[src/rtl/serial_adder_ctrl.sv]
// Bit-serial adder: one full-adder slice (two half adders + OR) processes one operand bit
// per clock, with valid/ready handshakes on the operand and result sides.

module half_adder (
    input  logic a_i,
    input  logic b_i,
    output logic sum_o,
    output logic carry_o
);
    assign sum_o   = a_i ^ b_i;
    assign carry_o = a_i & b_i;
endmodule

module serial_adder_ctrl #(
    parameter int unsigned WIDTH = 8
) (
    input  logic             clk,
    input  logic             rst_n,
    input  logic             in_valid,
    output logic             in_ready,
    input  logic [WIDTH-1:0] a_in,
    input  logic [WIDTH-1:0] b_in,
    input  logic             cin,
    output logic             out_valid,
    input  logic             out_ready,
    output logic [WIDTH-1:0] sum,
    output logic             cout
);
    localparam int unsigned CntW = (WIDTH > 1) ? $clog2(WIDTH) : 1;

    typedef enum logic [1:0] {
        StIdle = 2'd0,
        StRun  = 2'd1,
        StDone = 2'd2
    } state_e;

    state_e            state_q, state_d;
    logic [WIDTH-1:0]  a_sh_q, a_sh_d;
    logic [WIDTH-1:0]  b_sh_q, b_sh_d;
    logic [WIDTH-1:0]  sum_sh_q, sum_sh_d;
    logic [WIDTH-1:0]  sum_q, sum_d;
    logic              carry_q, carry_d;
    logic              cout_q, cout_d;
    logic [CntW-1:0]   cnt_q, cnt_d;

    logic h1_s, h1_c, h2_s, h2_c, c_next;

    half_adder u_ha1 (
        .a_i     (a_sh_q[0]),
        .b_i     (b_sh_q[0]),
        .sum_o   (h1_s),
        .carry_o (h1_c)
    );

    half_adder u_ha2 (
        .a_i     (h1_s),
        .b_i     (carry_q),
        .sum_o   (h2_s),
        .carry_o (h2_c)
    );

    assign c_next = h1_c | h2_c;

    always_comb begin
        state_d  = state_q;
        a_sh_d   = a_sh_q;
        b_sh_d   = b_sh_q;
        sum_sh_d = sum_sh_q;
        sum_d    = sum_q;
        carry_d  = carry_q;
        cout_d   = cout_q;
        cnt_d    = cnt_q;
        case (state_q)
            StIdle: begin
                if (in_valid) begin
                    a_sh_d  = a_in;
                    b_sh_d  = b_in;
                    carry_d = cin;
                    cnt_d   = '0;
                    state_d = StRun;
                end
            end
            StRun: begin
                // New sum bit enters at the MSB so the result ends up LSB-aligned.
                sum_sh_d = (sum_sh_q >> 1) | (WIDTH'(h2_s) << (WIDTH - 1));
                a_sh_d   = a_sh_q >> 1;
                b_sh_d   = b_sh_q >> 1;
                carry_d  = c_next;
                cnt_d    = cnt_q + CntW'(1);
                if (cnt_q == CntW'(WIDTH - 1)) begin
                    sum_d   = sum_sh_d;
                    cout_d  = c_next;
                    state_d = StDone;
                end
            end
            StDone: begin
                if (out_ready) begin
                    state_d = StIdle;
                end
            end
            default: state_d = StIdle;
        endcase
    end

    always_ff @(posedge clk) begin
        if (!rst_n) begin
            state_q  <= StIdle;
            a_sh_q   <= '0;
            b_sh_q   <= '0;
            sum_sh_q <= '0;
            sum_q    <= '0;
            carry_q  <= 1'b0;
            cout_q   <= 1'b0;
            cnt_q    <= '0;
        end else begin
            state_q  <= state_d;
            a_sh_q   <= a_sh_d;
            b_sh_q   <= b_sh_d;
            sum_sh_q <= sum_sh_d;
            sum_q    <= sum_d;
            carry_q  <= carry_d;
            cout_q   <= cout_d;
            cnt_q    <= cnt_d;
        end
    end

    // Held results live in sum_q/cout_q so they survive the next operation's RUN phase.
    assign in_ready  = rst_n && (state_q == StIdle);
    assign out_valid = (state_q == StDone);
    assign sum       = sum_q;
    assign cout      = cout_q;
endmodule

[config.mk]
export PLATFORM = sky130hd
export DESIGN_NAME = serial_adder_ctrl
export DESIGN_NICKNAME = d
export VERILOG_FILES = /design/src/rtl/serial_adder_ctrl.sv
export SDC_FILE = /design/constraint.sdc
export NUM_CORES = 1
export LEC_CHECK = 0
export ABC_AREA = 1
export CAP_MARGIN = 20
export CORE_MARGIN = 1
export CORE_UTILIZATION = 50
export CTS_BUF_LIST = sky130_fd_sc_hd__clkbuf_16
export CTS_CLUSTER_DIAMETER = 40
export CTS_CLUSTER_SIZE = 25
export DETAILED_ROUTE_END_ITERATION = 10
export PLACE_DENSITY = 0.8
export SLEW_MARGIN = 20
export SYNTH_ARGS = -nofsm -noshare
export SYNTH_HDL_FRONTEND = slang
export SYNTH_SLANG_ARGS = --single-unit
[constraint.sdc]
create_clock -name clk -period 1.7 [get_ports clk]
set_clock_uncertainty 0.1 [all_clocks]
set_input_delay 0.51 -clock clk [delete_from_list [all_inputs] [get_ports clk]]
set_output_delay 0.51 -clock clk [all_outputs]
set_load 0.01 [all_outputs]
==> run summary <==
area of the multi-input gates - 748.2 um2
clock insertion delay at the later pin of the skew report - 280 ps
Starting Density - 54.64%
Crit Path Max Fanout - 5
pwr/cell area - 1011 mW/mm2
CTS Sinks - 38
Final Cycle Share - 96.79%
initial antenna violation count - 0
final net count - 319
top sig layer - met4
hold_sp - sum[1]
Die W - 60.70 um
FILL cells - 255
Post-DP HPWL - 2426 um
final instance area - 0.002268 mm2
total power - 2293 uW
# IOs - 32
die area - 0.003684 mm2
Setup crit start kind - flop
DR DRC count - 0
Synth warnings - 0
LEAKAGE - 0.001107 uW
DR WL/cell - 11.20 um
Max-Cap Viols - 0
grt ovf - 0
Row Count - 20
worst-case reg-to-reg path depth - 5
fmax - 0.6077 GHz
Post-Layout Cell Count - 340
PnR worst setup slack - 54.56 ps
top cell type by total area after synthesis - dfxtp_1
Mapped Nets - 281
worst r2r src - cnt_q[0]
Worst Path Class, Setup - flop to output port
DR iter-0 viols - 76
reg2reg end - sum[7]
main area contributors after synthesis - dfxtp_1 (44%), nand2_1 (18%), nor2_1 (8.5%), inv_1 (8.1%), a21oi_1 (7.8%)
Synth Register Bits - 38
antenna diode count - 0
Die H - 60.70 um
area growth from synthesis to layout - 31.66%
sequential-to-total area share from yosys stat - 44.15%
WHS Endpoint - sum[1]
TNS Setup - 0 ps
post-synthesis cell type count - 18
VDD IR max - 0.7522 mV
first-pass GRT wire length - 6313 um
dpl ws - -690.2 ps
routability congestion estimate - 0.7289
Clock Tree Root - clkbuf_16
deepest clock path buffer count - 2
Worst Setup End Kind - output port
Post-Route WL - 3808 um
min Tclk post-route - 1645 ps
Pins Over Slew Limit - 0
met3 WL - 183 um
CTS tree - yes
share of the synthesized area in the top cell type - 44.15%
Tot GR Track Use - 23.66%
Mapped Cells - 257
Via density - 4.765
reg2reg setup slack - 240 ps
WHS Path Cells - 2
FF/Latch Area - 764.5 um2
slew of the pin with the lowest slew margin - 368.8 ps
Detail Route Antenna Nets - 0
H-tree levels - 2
Netlist Area Pre-Place - 0.001723 mm2
RSZ-0062 raised after global routing - no
status - completed
endpoints failing setup - 0
first-pass iteration count of the detailed router - 4
port bufs - 31
metal1 wirelength - 1733 um
Reg clk slew, reported paths - 50 ps
Worst EP arrival - 1040 ps
largest net degree at the start of global routing - 29
TritonCTS Buffers - 5
CORE AREA - 0.003153 mm2
WL met2 - 1827 um
share of post-route cells with drive strength above 1 - 10.47%
vias - 1620
Crit path required time - 1090 ps
Hold WC Path Type - flop to flop
synthesized area per cell - 6.704 um2
max_slew headroom - 75.36%
Fin. Hold Viols - 0
vias in the first global route - 1455
# placed instances - 331
placed inst area - 0.002105 mm2
## area by class of cell
type	count	share of cell area, %
sequential	38	33.70
multi-input combinational	169	32.98
timing repair buffer	43	17.32
inverter	38	6.288
clock buffer	5	5.516
tap	44	2.427
clock inverter	3	1.765
## layer usage
metal  global-route usage (%)  up-vias
met2                    38.78       46
met1                    28.59      721
li1                         -      844
met5                        0        -
met3                    5.970        9
met4                    12.66        0
## cell usage after synthesis, drive strengths merged
| cell | instances |
|---|---|
| fa | 1 |
| clkbuf | 3 |
| nand2 | 85 |
| ha | 2 |
| nor3 | 1 |
| dfxtp | 38 |
| inv | 38 |
| nor2 | 40 |
| buf | 9 |
| a21oi | 27 |
| o21ai | 11 |
| nand3 | 2 |
## worst max-delay path by stage
| stage | startpoint | end | slack (ps) |
|---|---|---|---|
| 5_1_grt | state_q[1] | out_valid | 1 |
| 4_1_cts | state_q[1] | out_valid | 10 |
| 3_5_place_dp | rst_n | in_ready | -690 |
| 2_1_floorplan | rst_n | in_ready | 110 |
| 3_3_place_gp | rst_n | in_ready | -690 |
| 6_report | state_q[1] | out_valid | 50 |
## power by group
| part | switching [uW] | leakage [uW] | internal (uW) |
|---|---|---|---|
| clock network | 335 | 0.0000836 | 685 |
| registers | 27.9 | 0.000313 | 945 |
| logic | 163 | 0.000710 | 137 |
## worst max-delay path, stage by stage (launching register included)
cell and delay, ps:
dfxtp_4 380, inv_2 50, nor2_2 100, clkdlybuf4s15_2 240
## cell usage in the layout (no fill, tap or decap)
master	count
nor3_2	1
clkbuf_2	1
clkinv_2	2
buf_12	1
nor2_1	38
o21ai_0	10
nor2_2	1
nand3_1	2
a21oi_1	27
inv_2	2
clkdlybuf4s15_2	1
nor2_4	1
clkdlybuf4s50_1	19
bufinv_16	1
ha_1	2
dfxtp_1	37
dlygate4sd2_1	9
buf_2	1
fa_1	1
o21ai_4	1
inv_1	36
buf_4	11
dfxtp_4	1
nand2_1	84
nand2_2	1
clkbuf_16	5
## state kept, by name, summed over array words and instances, names as in the netlist
register and count:
a_sh_q 8, b_sh_q 8, carry_q 1, cnt_q 3
cout 1, state_q 2, sum 8, sum_sh_q 7
## timing repair
| item | in CTS | in global routing |
|---|---|---|
| buffers inserted | 0 | 1 |
| gates cloned | 0 | 0 |
| gates resized for setup | 22 | 2 |
| hold buffers | 0 | 0 |
| pin swaps | 0 | 1 |
| setup endpoints to repair | 11 | 2 |
## through the flow
step | hold WS [ps] | utilization (%)
2_1_floorplan | 339.0 | -
3_3_place_gp | 348.0 | 66.75
3_5_place_dp | 354.6 | 66.75
4_1_cts | 363.2 | 71.83
5_1_grt | 377.4 | 71.94
6_report | 363.4 | 71.94
## logic make-up (layout without fill, tap and decap cells)
| kind of cell | Yosys count | in the layout | synth area share (%) |
|---|---|---|---|
| and+or+nand+nor | 128 | 128 | 28.69 |
| buffers and inverters | 50 | 89 | 12.85 |
| DFF | 38 | 38 | 44.15 |
| AOI/OAI and AO/OA | 38 | 38 | 11.69 |
| adders and majority gates | 3 | 3 | 2.614 |
(Power assumes the default switching activity.)
